**src/rtl/tank_level_encoder_pkg.sv**
```systemverilog
// Shared level-code constants, FSM states and decode helpers for the tank level encoder.
// The pump controller imports the same level-code constants.
package tank_level_encoder_pkg;

    localparam int NUM_PROBES = 4;

    localparam logic [2:0] LVL_0       = 3'd0;
    localparam logic [2:0] LVL_25      = 3'd1;
    localparam logic [2:0] LVL_50      = 3'd2;
    localparam logic [2:0] LVL_75      = 3'd3;
    localparam logic [2:0] LVL_100     = 3'd4;
    localparam logic [2:0] LVL_INVALID = 3'd7;

    typedef enum logic [1:0] {
        ST_INIT  = 2'd0,
        ST_VALID = 2'd1,
        ST_PEND  = 2'd2,
        ST_FAULT = 2'd3
    } lvl_state_e;

    typedef struct packed {
        logic       legal;
        logic [2:0] code;
    } lvl_decode_t;

    // Clocks per 1 ms tick.
    function automatic int unsigned tick_div(input int unsigned clk_hz);
        return clk_hz / 1000;
    endfunction

    // Only thermometer patterns filled from the 25 % probe upward are legal.
    function automatic lvl_decode_t decode_probes(input logic [NUM_PROBES-1:0] v);
        lvl_decode_t d;
        d.legal = 1'b1;
        d.code  = LVL_0;
        case (v)
            4'b0000: d.code = LVL_0;
            4'b0001: d.code = LVL_25;
            4'b0011: d.code = LVL_50;
            4'b0111: d.code = LVL_75;
            4'b1111: d.code = LVL_100;
            default: begin
                d.legal = 1'b0;
                d.code  = LVL_INVALID;
            end
        endcase
        return d;
    endfunction

    function automatic logic [2:0] code_dist(input logic [2:0] a, input logic [2:0] b);
        return (a > b) ? (a - b) : (b - a);
    endfunction

endpackage

```
**src/rtl/tank_level_encoder_probe_debouncer.sv**
```systemverilog
// One float-switch probe: 2-FF synchroniser, polarity fix-up and tick-counted debounce.
module tank_level_encoder_probe_debouncer #(
    parameter int unsigned DEBOUNCE_MS      = 5,
    parameter bit          PROBE_ACTIVE_LOW = 1'b0
) (
    input  logic clk,
    input  logic rst_n,
    input  logic i_tick,
    input  logic i_probe,
    output logic o_stable
);

    localparam int CW = $clog2(DEBOUNCE_MS + 1);

    logic [1:0]    r_sync;
    logic [CW-1:0] r_cnt;
    logic          r_stable;
    logic          w_synced;

    assign w_synced = r_sync[1] ^ PROBE_ACTIVE_LOW;
    assign o_stable = r_stable;

    // Counter only advances while the input disagrees; it is cleared on acceptance
    // before it can pass DEBOUNCE_MS-1, so it never wraps.
    always_ff @(posedge clk or negedge rst_n) begin
        if (!rst_n) begin
            r_sync   <= '0;
            r_cnt    <= '0;
            r_stable <= 1'b0;
        end else begin
            r_sync <= {r_sync[0], i_probe};
            if (w_synced == r_stable) begin
                r_cnt <= '0;
            end else if (i_tick) begin
                if (r_cnt >= CW'(DEBOUNCE_MS - 1)) begin
                    r_stable <= w_synced;
                    r_cnt    <= '0;
                end else begin
                    r_cnt <= r_cnt + 1'b1;
                end
            end
        end
    end

endmodule

```
**src/rtl/tank_level_encoder.sv**
```systemverilog
// Per-tank level encoder: debounced probes -> validated thermometer decode -> 3-bit level code.
// Optional level-jump check is compiled in with `define LVL_ENC_RATE_CHECK_EN.
module tank_level_encoder
    import tank_level_encoder_pkg::*;
#(
    parameter int unsigned CLK_HZ             = 50_000_000,
    parameter int unsigned DEBOUNCE_MS        = 5,
    parameter int unsigned INVALID_CONFIRM_MS = 3,
    parameter bit          PROBE_ACTIVE_LOW   = 1'b0
) (
    input  logic                  clk,
    input  logic                  rst_n,
    input  logic [NUM_PROBES-1:0] probe_in,
    output logic [2:0]            level_code,
    output logic                  level_valid,
    output logic                  code_changed,
    output logic                  pattern_err,
    output logic                  rate_err
);

    localparam int unsigned TICK_DIV = tick_div(CLK_HZ);
    localparam int DW  = $clog2(TICK_DIV + 1);
    localparam int IW  = $clog2(DEBOUNCE_MS + 1);
    localparam int CCW = $clog2(INVALID_CONFIRM_MS + 1);

    logic [DW-1:0]         r_div;
    logic                  w_tick;
    logic [NUM_PROBES-1:0] w_stable;
    logic [NUM_PROBES-1:0] r_stable_prev;
    logic                  w_pat_chg;
    lvl_decode_t           w_dec;
    logic                  w_jump;
    logic                  w_bad;

    lvl_state_e            r_state, w_state_nxt;
    logic [IW-1:0]         r_init_cnt, w_init_cnt_nxt;
    logic [CCW-1:0]        r_conf_cnt, w_conf_cnt_nxt;
    logic [2:0]            r_code, w_code_nxt;
    logic                  r_valid, w_valid_nxt;
    logic                  r_perr, w_perr_nxt;
    logic                  r_changed;

    assign w_tick = (r_div == DW'(TICK_DIV - 1));

    always_ff @(posedge clk or negedge rst_n) begin
        if (!rst_n) r_div <= '0;
        else        r_div <= w_tick ? '0 : r_div + 1'b1;
    end

    for (genvar g = 0; g < NUM_PROBES; g++) begin : g_probe
        tank_level_encoder_probe_debouncer #(
            .DEBOUNCE_MS      (DEBOUNCE_MS),
            .PROBE_ACTIVE_LOW (PROBE_ACTIVE_LOW)
        ) u_deb (
            .clk      (clk),
            .rst_n    (rst_n),
            .i_tick   (w_tick),
            .i_probe  (probe_in[g]),
            .o_stable (w_stable[g])
        );
    end

    assign w_dec     = decode_probes(w_stable);
    assign w_pat_chg = (w_stable != r_stable_prev);

`ifdef LVL_ENC_RATE_CHECK_EN
    logic r_rate_err;
    // Jumps are judged against the last real measurement only, so INIT/FAULT exits never trip it.
    assign w_jump = r_valid && w_dec.legal && (code_dist(w_dec.code, r_code) >= 3'd2);

    always_ff @(posedge clk or negedge rst_n) begin
        if (!rst_n)                              r_rate_err <= 1'b0;
        else if (r_state == ST_VALID && w_jump)  r_rate_err <= 1'b1;
    end
    assign rate_err = r_rate_err;
`else
    assign w_jump   = 1'b0;
    assign rate_err = 1'b0;
`endif

    assign w_bad = !w_dec.legal || w_jump;

    always_comb begin
        w_state_nxt    = r_state;
        w_init_cnt_nxt = r_init_cnt;
        w_conf_cnt_nxt = r_conf_cnt;
        w_code_nxt     = r_code;
        w_valid_nxt    = r_valid;
        w_perr_nxt     = 1'b0;
        case (r_state)
            ST_INIT: begin
                w_code_nxt  = LVL_0;
                w_valid_nxt = 1'b0;
                if (w_tick) begin
                    if (r_init_cnt >= IW'(DEBOUNCE_MS)) begin
                        w_state_nxt    = w_dec.legal ? ST_VALID : ST_PEND;
                        w_conf_cnt_nxt = '0;
                    end else begin
                        w_init_cnt_nxt = r_init_cnt + 1'b1;
                    end
                end
            end
            ST_VALID: begin
                if (w_bad) begin
                    w_state_nxt    = ST_PEND;
                    w_conf_cnt_nxt = '0;
                end else begin
                    w_code_nxt  = w_dec.code;
                    w_valid_nxt = 1'b1;
                end
            end
            ST_PEND: begin
                // A fresh pattern restarts confirmation even if a tick lands in the same cycle.
                if (!w_bad) begin
                    w_state_nxt = ST_VALID;
                end else if (w_pat_chg) begin
                    w_conf_cnt_nxt = '0;
                end else if (w_tick) begin
                    if (r_conf_cnt >= CCW'(INVALID_CONFIRM_MS - 1)) begin
                        w_state_nxt    = ST_FAULT;
                        w_conf_cnt_nxt = '0;
                    end else begin
                        w_conf_cnt_nxt = r_conf_cnt + 1'b1;
                    end
                end
            end
            ST_FAULT: begin
                w_code_nxt  = LVL_INVALID;
                w_valid_nxt = 1'b0;
                w_perr_nxt  = 1'b1;
                if (w_dec.legal) w_state_nxt = ST_VALID;
            end
            default: w_state_nxt = ST_INIT;
        endcase
    end

    always_ff @(posedge clk or negedge rst_n) begin
        if (!rst_n) begin
            r_state       <= ST_INIT;
            r_init_cnt    <= '0;
            r_conf_cnt    <= '0;
            r_stable_prev <= '0;
            r_code        <= LVL_0;
            r_valid       <= 1'b0;
            r_perr        <= 1'b0;
            r_changed     <= 1'b0;
        end else begin
            r_state       <= w_state_nxt;
            r_init_cnt    <= w_init_cnt_nxt;
            r_conf_cnt    <= w_conf_cnt_nxt;
            r_stable_prev <= w_stable;
            r_code        <= w_code_nxt;
            r_valid       <= w_valid_nxt;
            r_perr        <= w_perr_nxt;
            r_changed     <= (w_code_nxt != r_code);
        end
    end

    assign level_code   = r_code;
    assign level_valid  = r_valid;
    assign code_changed = r_changed;
    assign pattern_err  = r_perr;

endmodule

```
**config.mk**
```make
export PLATFORM = sky130hd
export DESIGN_NAME = tank_level_encoder
export DESIGN_NICKNAME = d
export VERILOG_FILES = /design/src/rtl/tank_level_encoder_pkg.sv /design/src/rtl/tank_level_encoder_probe_debouncer.sv /design/src/rtl/tank_level_encoder.sv
export SDC_FILE = /design/constraint.sdc
export NUM_CORES = 1
export LEC_CHECK = 0
export BUFFER_PORTS_ARGS = -buffer_cell sky130_fd_sc_hd__buf_4
export CAP_MARGIN = 20
export CORE_ASPECT_RATIO = 0.75
export CORE_MARGIN = 2
export CORE_UTILIZATION = 48
export CTS_CLUSTER_DIAMETER = 150
export DETAILED_ROUTE_END_ITERATION = 7
export PLACE_DENSITY = 0.65
export SLEW_MARGIN = 20
export SYNTH_ARGS = -nofsm -noshare
export SYNTH_HDL_FRONTEND = slang
export SYNTH_HIERARCHICAL = 1
export SYNTH_SLANG_ARGS = --single-unit
```
**constraint.sdc**
```tcl
create_clock -name clk -period 2.2 [get_ports clk]
set_input_delay 0.33 -clock clk [delete_from_list [all_inputs] [get_ports clk]]
set_output_delay 0.33 -clock clk [all_outputs]
set_load 0.005 [all_outputs]
```
# Yosys cells after proc, flatten, opt, wreduce, memory -nomap -nowiden
# Cells that the tools add are included.
# classes
add_sub_neg	7
bitwise_logic	5
eq_ne	24
magnitude_cmp	6
reduce_logical	18
muxes	38
# ops
operator	n
$mux W3	13
$mux W2	16
$add A16 B1 Y16 const B	1
$eq A16 B16 Y1 const B	1
$mux W16	1
$add A3 B1 Y3 const B	5
$ge A3 B3 Y1 const B	5
$pmux W3 S5	1
$reduce_and A3 Y1	5
$ne A2 B2 Y1 const B	6
$ne A3 B3 Y1 const B	4
$reduce_bool A2 Y1	5
$pmux W3 S3	1
$pmux W2 S4	1
$reduce_and A7 Y1	1
$pmux W2 S3	1
$reduce_and A6 Y1	1
$not A1 Y1	5
$reduce_or A5 Y1	1
$eq A1 B1 Y1	4
$eq A2 B2 Y1 const B	2
$eq A4 B1 Y1 const B	1
$eq A4 B2 Y1 const B	1
$eq A4 B3 Y1 const B	1
13 further kinds	15
# totals
elab_cells	119
register_bits	57
output_inout_bits	7
in_bits	6

# Longest topological paths before layout
# Gate-level depths: netlist of the first run.
# logic_depth
ltp_word	7
depth_mapped	8
mapped_depth_nobuf	7

# Modules after synthesis
# Netlist of the first run, hierarchy kept.
# by_module_without_submodules
mod	area_per_inst_um2	cells_each	instances
tank_level_encoder	1888.1	192	1
tank_level_encoder_probe_debouncer	264.0	22	4

# Worst setup path after synthesis of the first run
# Ideal clock, no wire load.
# synth_path
kind	register -> register
from	register r_div[0]
to	register g_probe[0].u_deb.r_cnt[0]
stages_incl_launch_ff	7
slack_ps	-16
arrival_ps	2138
n_path_buf	1
period_less_slack_ps	2216
cell_sequence	dfrtp_1 -> ha_1 -> and3_1 -> and4_1 -> buf_1 -> or3b_1 -> a21oi_1
# synth_via
elab_chain_cells	2
# synth_lines
item	line_no	text
start: declaration	tank_level_encoder.sv:26	logic [DW-1:0] r_div;
start signal: assignment	tank_level_encoder.sv:47	else r_div <= w_tick ? '0 : r_div + 1'b1;
$eq A16 B16 Y1	tank_level_encoder.sv:43	assign w_tick = (r_div == DW'(TICK_DIV - 1));
net w_tick	tank_level_encoder.sv:27	logic w_tick;
$reduce_bool A2 Y1 (no source line)	-	
end signal: assignment	tank_level_encoder_probe_debouncer.sv:39	r_cnt <= r_cnt + 1'b1;
end: declaration	tank_level_encoder_probe_debouncer.sv:16	logic [CW-1:0] r_cnt;
# The timed path passes the listed nets, and every way through them passes these cells.
# A chain may end at the register's enable or synchronous reset.

# Worst setup path after layout of the first run
# layout_path
from	register r_div[0]
to	register r_state[0]
# layout_via
elab_chain_cells	3
# layout_lines
item	line_no	text
$eq A16 B16 Y1 (*)	tank_level_encoder.sv:43	
$ne A3 B3 Y1 (no source line) or $ne A2 B2 Y1 (tied branches)	-	
$reduce_and A7 Y1 (no source line) (*)	-	
end signal: assignment	tank_level_encoder.sv:148	r_state <= w_state_nxt;
end: declaration	tank_level_encoder.sv:35	lvl_state_e r_state, w_state_nxt;
# Every way passes the cells marked *; elsewhere a longest branch is shown, timed or not.

==> results of run 1 <==
## how the worst max path moves through the flow
stage,startpoint,to,slack [ns],depth (start not counted)
after floorplan,r_state[0]$_DFFE_PN0P_,r_state[0]$_DFFE_PN0P_,0.25,6
after global placement,r_div[0]$_DFF_PN0_,r_state[0]$_DFFE_PN0P_,0.21,6
after detailed placement,r_div[0]$_DFF_PN0_,r_state[0]$_DFFE_PN0P_,0.19,6
after CTS,r_div[0]$_DFF_PN0_,r_state[0]$_DFFE_PN0P_,0.17,6
after global routing,r_div[0]$_DFF_PN0_,r_conf_cnt[0]$_DFFE_PN0P_,0.06,7
final,r_div[0]$_DFF_PN0_,r_state[0]$_DFFE_PN0P_,0.17,6
## final cells by class
type	count	area, um2
fill	507	2570
sequential	57	1430
clock buffer	10	128
timing repair buffer	18	148
multi-input combinational	197	1390
clock inverter	6	35.0
inverter	16	60.1
tap	78	97.6
## worst max-delay path, cell delays in order, from the launching register on
cell and delay, ns:
dfrtp_1 0.41, ha_1 0.23, and3_1 0.23, and4_1 0.21, o32ai_1 0.36, or3_4 0.20
mux2_4 0.29
## cells in the final DEF (no fill, tap or decap), drive strengths merged, types with 4 or more instances in the layout
master   n
a21oi   16
buf     18
clkbuf  10
clkinv   4
dfrtp   57
ha      15
inv     16
mux2     6
nand2   21
nand2b  12
nand3    8
nand3b   9
nor2    17
nor2b    4
nor3     5
nor4     5
o21ai   10
or3      4
or3b     4
xnor2   14
xor2    11
## power groups by stage
| stage | Clock, mW | Combinational [mW] | Sequential [mW] |
|---|---|---|---|
| 2_1_floorplan | 0 | 0.00628 | 1.08 |
| 3_3_place_gp | 0 | 0.0340 | 1.08 |
| 3_5_place_dp | 0 | 0.0343 | 1.08 |
| 4_1_cts | 0.849 | 0.0344 | 1.06 |
| 5_1_grt | 0.897 | 0.0387 | 1.06 |
| 6_report | 0.808 | 0.0320 | 1.06 |
## cells by family (layout without fill, tap and decap cells)
group,after synthesis,in the layout,share of synthesized area (%)
simple gates,106,106,21.2
flops,57,57,48.4
compound gates,42,42,8.80
buf+inv,26,50,4.25
xor+xnor,25,25,7.69
fa+ha+maj,15,15,6.37
mux,8,8,3.10
other cells,1,1,0.127
## layer usage
layer / part of all wire, % / vias up
li1: - / 997
met1: 52 / 989
met2: 41 / 50
met3: 5.4 / 7
met4: 1.2 / 0
met5: 0 / -
## flip-flops by register name (all words and copies together), names as in the netlist
name,cells
r_div,16
pattern_err,1
g_probe.u_deb/r_cnt,12
code_changed,1
g_probe.u_deb/o_stable,4
g_probe.u_deb/r_sync,8
level_valid,1
r_init_cnt,3
r_stable_prev,4
r_state,2
r_conf_cnt,2
level_code,3
## stage by stage
stage,util (%),hold WS [ns],power [mW]
floorplan,-,0.0344,1.08
global placement,53.4,0.333,1.11
detailed placement,53.4,0.335,1.11
CTS,56.1,0.0655,1.94
global route,56.1,0.0744,2.00
finish,56.1,0.0459,1.90
==> impl_results.md, run 1 <==
- Global-route met3 utilization: approximately 7.0%
- CP max FO: 4
- Sequential share of the synthesized area: between 40% and 50%
- Share of layout cells above drive strength 1: 15.5%
- Clock Power Share: between 40% and 50%
- DRC errors left: 0
- Placed Instance Area: approximately 0.0031 mm2
- Clk root buf: clkbuf_8
- Setup WS pre-CTS: approximately 0.19 ns
- CP Data Arrival Time: 2.25 ns
- Crit Path Category: reg -> reg
- Routability cong.: between 0.8 and 0.9
- Die Footprint: just under 0.007 mm2
- Synthesis Warnings: 6
- Worst r2r src: r_div[0]$_DFF_PN0_
- Crit end category: flop
- DRT Wirelength: approximately 5.1 mm
- Power Dens Cells: between 500 and 600 mW/mm2
- Total gr overflow: 0
- Clk slew on worst S/H paths: 0.07 ns
- Final Setup Violations: 0
- Hold Buf Count CTS: 0
- RSZ-0062 raised after global routing: false
- Design area: around 0.0033 mm2
- Max Slew Vio Count: 0
- Largest net degree at the start of global routing: 58
- Static Leakage: roughly 1.5 nW
- Drt first-iter violations: roughly 120
- DP HPWL: between 3 and 4 mm
- DRT Pass-1 Iters: 4
- Worst-Margin Slew: approximately 0.71 ns
- First-pass GRT wire length: slightly above 9 mm
- Max_slew headroom: between 50% and 60%
- Antenna diodes: 0
- # resized after CTS: 0
- Psw: roughly 0.44 mW
- Overall die width: about 94 um
- Post-synth top area share: slightly below 50%
- Net Sw Frac: 23.0%
- Outcome: finished, final reports clean
- Most instantiated library cell after synthesis: dfrtp_1
- Pint: between 1 and 1.5 mW
- Highest clock rate: roughly 0.49 GHz
- Die span in y: ~70 um
- CTS tree: yes
- Clock Latency Late Sink: roughly 0.34 ns
- Final ANT Viol Nets: 0
- Top post-synthesis cells by area: dfrtp_1, ha_1, xnor2_1, xor2_1, a21oi_1
- Synthesized flop and latch total: 57
- GRT met1 Usage: between 20 and 30%
- TritonCTS Buffers: 9
- Grt peak-use layer: met1
- Max-Cap Viols: 0
- Total GRT Usage: 18.0%
- Final worst setup slack: between 0.15 and 0.2 ns
- Cells after DPL: 366
- Setup TNS: 0 ns
- Final Hold Viols: 0
- Worst reg2reg path depth: 6
- Flop pwr share: 55.8%
- Setup Skew: between 0.007 and 0.008 ns
- R2R Setup Slk: between 0.15 and 0.2 ns
- Worst vdd ir: between 0.0003 and 0.0004 V
- Routed wire length per instance: roughly 13 um
- Setup Fix Bufs, Post-CTS: 0
- CP Data Required Time: around 2.4 ns
- Vias: about 2000
- Vias/cell: approximately 5.3
- Hold crit path type: in -> async
- Initial antenna violation count: 0
- Mapped Area: slightly below 0.003 mm2
- CTS sink cnt: between 50 and 60
- PortBufs: 11
- Std cell rows: 24
- Starting density of the core: approximately half
- Vias in the first global route: 1966
- Syn Nets: 301
- Most used flip-flop cell after synthesis: dfrtp_1
- Post-synth EDFFs: 0
- Post-synth top area cell: dfrtp_1
- H-Tree Depth: 3
- Startpoint type of the worst setup path: flop
- Syn-to-layout area delta: 11.6%
- Comb power frac: ~1.7%
- Asr flop ratio synth: between 90% and 100%
- Io pins: 13
- Fin crit period: 2.03 ns
- Average size of a mapped cell: 10.5 um2
- NumNets Final: 320
- Finished Layout Cells: about 380
- FF-to-FF End: r_state[0]$_DFFE_PN0P_
- Fin crit share: roughly 92%
- Met2 usage: between 20% and 30%
- Max Buffers Root-to-Sink: 2
- Synth top cells by count: dfrtp_1, nand2_1, nor2_1
- Core area: ~0.0059 mm2
- Yosys cell types: 53
- Gate Count Post-Synth: between 200 and 300
Power figures use the tool's default switching activity.
==> inputs of run 2 (changes only) <==
--- a/config.mk
+++ b/config.mk
@@ -7,12 +7,14 @@
 export LEC_CHECK = 0
 export BUFFER_PORTS_ARGS = -buffer_cell sky130_fd_sc_hd__buf_4
 export CAP_MARGIN = 20
+export CELL_PAD_IN_SITES_DETAIL_PLACEMENT = 1
+export CELL_PAD_IN_SITES_GLOBAL_PLACEMENT = 1
 export CORE_ASPECT_RATIO = 0.75
 export CORE_MARGIN = 2
-export CORE_UTILIZATION = 48
+export CORE_UTILIZATION = 44
 export CTS_CLUSTER_DIAMETER = 150
 export DETAILED_ROUTE_END_ITERATION = 7
-export PLACE_DENSITY = 0.65
+export PLACE_DENSITY = 0.73
 export SLEW_MARGIN = 20
 export SYNTH_ARGS = -nofsm -noshare
 export SYNTH_HDL_FRONTEND = slang
==> impl_results.md, run 2 (synthesized netlist as in run 1, its figures left out) <==
- CTS tree: yes
- Vias: 2076 (+1.6%)
- Area of the multi-input gates: 0.00139 mm2 (unchanged)
- Overall die width: 98.5 um (+4.3%)
- Total GRT Usage: 18.2% (+0.21 points)
- Routed wire length per instance: 15.4 um (+15%)
- Clock Latency Late Sink: 0.34 ns (about the same)
- Die Footprint: 0.00737 mm2 (+8.6%)
- Routability cong.: 0.807 (-2.4%)
- H-Tree Depth: 3 (unchanged)
- Core area: 0.00638 mm2 (+9.0%)
- Flop pwr share: 51.2% (-4.6 points)
- Max Slew Vio Count: 0 (unchanged)
- Vias in the first global route: 2080 (+5.8%)
- Largest net degree at the start of global routing: 58 (unchanged)
- Final ANT Viol Nets: 0 (unchanged)
- Starting density of the core: 46.1% (-4.1 points)
- Fin crit share: 94.3% (+2.1 points)
- NumNets Final: 325 (+1.6%)
- Final Setup Violations: 0 (unchanged)
- CTS sink cnt: 57 (unchanged)
- Clk slew on worst S/H paths: 0.07 ns (about the same)
- Clk root buf: clkbuf_8
- DP HPWL: 4.27 mm (+23%)
- Comb power frac: 1.5% (-0.2 points)
- Fillers: 701 (+38%)
- DRT Wirelength: 6.02 mm (+17%)
- Worst-Margin Slew: 0.716 ns (+0.00372 ns)
- Setup Skew: 0.0146 ns (+0.00704 ns)
- Total gr overflow: 0 (unchanged)
- Drt first-iter violations: 81 (-31%)
- Die span in y: 74.8 um (+4.2%)
- Startpoint type of the worst setup path: flop
- Pint: 1.61 mW (+10%)
- Worst reg2reg path depth: 6 (unchanged)
- Share of layout cells above drive strength 1: 16.8% (+1.4 points)
- Final Hold Viols: 0 (unchanged)
- CP max FO: 4 (unchanged)
- Syn-to-layout area delta: 14.2%
- Clock Power Share: 47.3% (+4.8 points)
- Worst vdd ir: 0.000326 V (-4.8%)
- Net Sw Frac: 22.1% (-0.95 points)
- Register area: 0.00143 mm2 (unchanged)
- Fin Hold WS: 0.0431 ns (-0.00282 ns)
- Static Leakage: 1.51 nW (+2.7%)
- Commonest non-fill, non-tap cell in the layout: dfrtp_1
- DRT Pass-1 Iters: 4 (unchanged)
- Setup Fix Bufs, Post-CTS: 0 (unchanged)
- Crit Path Category: reg -> reg
- Max_slew headroom: 52.3% (-0.25 points)
- Power Dens Cells: 616 mW/mm2 (+6.5%)
- # resized after CTS: 0 (unchanged)
- Vias/cell: 5.32 (-0.47%)
- Largest reg by FF count: r_div
- Hold Buf Count CTS: 0 (unchanged)
- RSZ-0062 raised after global routing: false
- DRC errors left: 0 (unchanged)
- PortBufs: 11 (unchanged)
- Fin crit period: 2.07 ns (+0.0465 ns)
- Number of flip-flops under the largest register name: 16 (unchanged)
- Outcome: finished, final reports clean
- Antenna diodes: 0 (unchanged)
- CP Data Arrival Time: 2.29 ns (+0.04 ns)
- Hold crit path type: in -> async
- Most frequent cells in the layout: dfrtp_1, buf_4, nand2_1
- Io pins: 13 (unchanged)
- Initial antenna violation count: 0 (unchanged)
- Highest clock rate: 0.482 GHz (-2.2%)
- First-pass GRT wire length: 10.3 mm (+12%)
- Setup TNS: 0 ns (unchanged)
- CP Data Required Time: 2.41 ns (-0.02 ns)
- Max Buffers Root-to-Sink: 2 (unchanged)
- Crit end category: flop
- Max-Cap Viols: 0 (unchanged)
- TritonCTS Buffers: 9 (unchanged)
- Std cell rows: 25 (+4.2%)
- Psw: 0.456 mW (+4.4%)
- Biggest regs: r_div x16, g_probe.u_deb/r_cnt x12, g_probe.u_deb/r_sync x8
==> run 2: path summary, 6_finish.rpt <==
path / from / endpoint / slack, ns
setup / recovery: r_div[0]$_DFF_PN0_ / r_state[0]$_DFFE_PN0P_ / 0.13
hold / removal: rst_n / level_code[2]$_DFF_PN0_ / 0.04
setup reg to reg: r_div[0]$_DFF_PN0_ / r_state[0]$_DFFE_PN0P_ / 0.13
hold reg to reg: g_probe[3].u_deb/r_sync[0]$_DFF_PN0_ / g_probe[3].u_deb/r_sync[1]$_DFF_PN0_ / 0.35
max in group asynchronous: rst_n / r_div[2]$_DFF_PN0_ / 1.67
min in group clk: probe_in[1] / g_probe[1].u_deb/r_sync[0]$_DFF_PN0_ / 0.10
==> run 2: power groups by stage <==
stage	Combinational [mW]	Sequential (mW)	Clock, mW
2_1_floorplan	0.00628	1.08	0
3_3_place_gp	0.0339	1.08	0
3_5_place_dp	0.0346	1.08	0
4_1_cts	0.0348	1.06	1.01
5_1_grt	0.0382	1.06	1.05
6_report	0.0320	1.06	0.978
==> run 2: metal layers <==
layer	wire length [um]	track usage [%]
met1	2950	24.9
met2	2790	28.9
met3	210	5.01
met4	67	5.48
met5	0	0
==> run 2: critical path, cell delays in order (launching register included) <==
cell	delay [ns]
dfrtp_1	0.41
ha_1	0.23
and3_1	0.22
and4_1	0.20
o32ai_1	0.39
or3_4	0.21
mux2_4	0.30
==> run 2: final cells by class <==
| class | instances | share of cell area (%) |
|---|---|---|
| clock inverters | 5 | 1.64 |
| inverters | 16 | 1.79 |
| well taps | 81 | 3.01 |
| multi-input cells | 197 | 41.4 |
| flip-flops and latches | 57 | 42.4 |
| clock buffers | 11 | 4.21 |
| repair buffers | 23 | 5.51 |
==> run 2: per-stage QoR <==
stage	setup slack [ns]	cells	total power [mW]	area, um2	util, %
after floorplan	0.250	280	1.08	2950	-
after global placement	0.234	374	1.11	3170	49.6
after detailed placement	0.134	374	1.11	3170	49.6
after CTS	0.123	390	2.11	3360	52.7
after global routing	0.0243	390	2.15	3360	52.7
final	0.126	390	2.07	3360	52.7
==> inputs of run 3 (changes only) <==
--- a/config.mk
+++ b/config.mk
@@ -5,16 +5,16 @@
 export SDC_FILE = /design/constraint.sdc
 export NUM_CORES = 1
 export LEC_CHECK = 0
-export BUFFER_PORTS_ARGS = -buffer_cell sky130_fd_sc_hd__buf_4
 export CAP_MARGIN = 20
 export CELL_PAD_IN_SITES_DETAIL_PLACEMENT = 1
 export CELL_PAD_IN_SITES_GLOBAL_PLACEMENT = 1
 export CORE_ASPECT_RATIO = 0.75
 export CORE_MARGIN = 2
-export CORE_UTILIZATION = 44
+export CORE_UTILIZATION = 45
 export CTS_CLUSTER_DIAMETER = 150
 export DETAILED_ROUTE_END_ITERATION = 7
-export PLACE_DENSITY = 0.73
+export DONT_BUFFER_PORTS = 1
+export PLACE_DENSITY = 0.72
 export SLEW_MARGIN = 20
 export SYNTH_ARGS = -nofsm -noshare
 export SYNTH_HDL_FRONTEND = slang
==> impl_results.md, run 3 (synthesized netlist as in run 1, its figures left out) <==
- Max Slew Vio Count: 0 (unchanged)
- Final worst setup slack: 0.142 ns (+0.0152 ns)
- Cell family with most CP delay: compound AO/OA/AOI/OAI gates
- Slowest stage delay, CP: 0.42 ns (about the same)
- Power Dens Cells: 611 mW/mm2 (-0.73%)
- Antenna diodes: 0 (unchanged)
- Setup Skew: 0.00455 ns (-0.0101 ns)
- Net Sw Frac: 21.4% (-0.62 points)
- Hold crit path type: in -> reg
- Pint: 1.58 mW (-2.0%)
- Outcome: finished, final reports clean
- PortBufs: 0 (-11)
- Syn-to-layout area delta: 11.9%
- Setup WS pre-CTS: 0.139 ns (+0.00521 ns)
- Psw: 0.432 mW (-5.5%)
- Final Setup Violations: 0 (unchanged)
- Clock Power Share: 45.6% (-1.7 points)
- Final ANT Viol Nets: 0 (unchanged)
- Total gr overflow: 0 (unchanged)
- Largest reg by FF count: r_div
- DP HPWL: 4.18 mm (-2.1%)
- CTS sink cnt: 57 (unchanged)
- DRT Pass-1 Iters: 4 (unchanged)
- Critical-path cell list: ha_1 > a221oi_1 > o32ai_2 > or3_4 > mux2_4
- Startpoint type of the worst setup path: flop
- Biggest regs: r_div x16, g_probe.u_deb/r_cnt x12, g_probe.u_deb/r_sync x8
- Static Leakage: 1.45 nW (-4.0%)
- Post-layout power: 2.01 mW (-2.7%)
- Vias in the first global route: 2152 (+3.5%)
- Worst vdd ir: 0.000360 V (+10%)
- Max Buffers Root-to-Sink: 2 (unchanged)
- Vias: 2042 (-1.6%)
- DRT Wirelength: 6.13 mm (+1.8%)
- CP Data Arrival Time: 2.28 ns (about the same)
- Share of layout cells above drive strength 1: 12.8% (-4.0 points)
- DRC errors left: 0 (unchanged)
- CP Data Required Time: 2.42 ns (about the same)
- Drt first-iter violations: 71 (-12%)
- H-Tree Depth: 3 (unchanged)
- Largest net degree at the start of global routing: 58 (unchanged)
- Worst Path Buf+Inv: 0 (unchanged)
- Std cell rows: 25 (unchanged)
- Fillers: 697 (-0.57%)
- Final Hold Viols: 0 (unchanged)
- Area of the multi-input gates: 0.00140 mm2 (+0.54%)
- Clk slew on worst S/H paths: 0.06 ns (about the same)
- Highest clock rate: 0.486 GHz (+0.74%)
- Fin Hold WS: 0.0218 ns (-0.0213 ns)
- Initial antenna violation count: 0 (unchanged)
- Vias/cell: 5.40 (+1.5%)
- Most frequent cells in the layout: dfrtp_1, nand2_1, nor2_1
- Worst r2r src: r_state[0]$_DFFE_PN0P_
- Crit path from: r_state[0]$_DFFE_PN0P_
- NumNets Final: 314 (-3.4%)
- Setup Fix Bufs, Post-CTS: 0 (unchanged)
- Number of flip-flops under the largest register name: 16 (unchanged)
- Routability cong.: 0.779 (-3.5%)
- Routed wire length per instance: 16.2 um (+5.0%)
- Core area: 0.00632 mm2 (-0.98%)
- Max-Cap Viols: 0 (unchanged)
- Fin crit period: 2.06 ns (-0.0152 ns)
- First-pass GRT wire length: 10.9 mm (+5.3%)
- TritonCTS Buffers: 9 (unchanged)
- Die span in y: 74.1 um (-1.1%)
- Clk root buf: clkbuf_8
- Worst hold start: probe_in[0]
- Comb power frac: 1.8% (+0.3 points)
- CP max stage cell: dfrtp_1
- Fin crit share: 93.6% (-0.69 points)
- Total GRT Usage: 19.4% (+1.2 points)
- Setup TNS: 0 ns (unchanged)
- Die Footprint: 0.00721 mm2 (-2.1%)
- Commonest non-fill, non-tap cell in the layout: dfrtp_1
- Starting density of the core: 46.6% (+0.46 points)
- CTS tree: yes
- CP max FO: 10 (+6)
- Io pins: 13 (unchanged)
- Overall die width: 97.4 um (-1.1%)
- Crit end category: flop
- Clock Latency Late Sink: 0.33 ns (about the same)
- Flop pwr share: 52.6% (+1.4 points)
- RSZ-0062 raised after global routing: false
- Crit Path Category: reg -> reg
- Register area: 0.00143 mm2 (about the same)
==> run 3: per-layer routing <==
layer / global-route usage (%) / part of all wire (%) / vias up
li1: - / - / 985
met1: 26.8 / 50 / 1015
met2: 30.3 / 45 / 32
met3: 4.89 / 3.1 / 10
met4: 6.94 / 1.5 / 0
met5: 0 / 0 / -
==> run 3: layout make-up <==
type	instances	share of cell area, %
Sequential cell	57	43.3
Multi-Input combinational cell	197	42.5
Clock buffer	12	4.10
Timing Repair Buffer	12	3.87
Tap cell	81	3.08
Inverter	16	1.82
Clock inverter	3	1.29
==> run 3: final timing paths <==
| path | endpoint | slack (ns) | cells past startpoint |
|---|---|---|---|
| min in group asynchronous | code_changed$_DFF_PN0_ | 0.52 | 2 |
| max in group asynchronous | g_probe[1].u_deb/o_stable$_DFFE_PN0P_ | 1.41 | 2 |
| worst min register to register | g_probe[2].u_deb/r_sync[1]$_DFF_PN0_ | 0.35 | 0 |
| worst min-delay path | g_probe[0].u_deb/r_sync[0]$_DFF_PN0_ | 0.02 | 0 |
| worst max-delay path | r_state[0]$_DFFE_PN0P_ | 0.14 | 5 |
| worst max register to register | r_state[0]$_DFFE_PN0P_ | 0.14 | 5 |
==> run 3: what timing repair did <==
| action | 4_1_cts | 5_1_grt |
|---|---|---|
| hold endpoints to repair | 57 | 1 |
| endpoints found under the setup margin | 0 | 1 |
| hold buffers | 2 | 1 |
| gates resized for setup | 0 | 2 |
==> run 3: power groups by stage <==
stage | registers [mW] | clock network (mW) | logic, mW
after floorplan | 1.08 | 0 | 0.00628
after global placement | 1.08 | 0 | 0.00660
after detailed placement | 1.08 | 0 | 0.00683
after CTS | 1.06 | 0.952 | 0.0364
after global routing | 1.06 | 0.999 | 0.0414
final | 1.06 | 0.918 | 0.0353
==> run 3: per-stage QoR <==
step,utilization [%],cells,instance area [um2]
finish,52.1,378,3290
floorplan,-,280,2950
CTS,51.8,377,3280
global route,52.1,378,3290
global placement,48.4,360,3060
detailed placement,48.4,360,3060
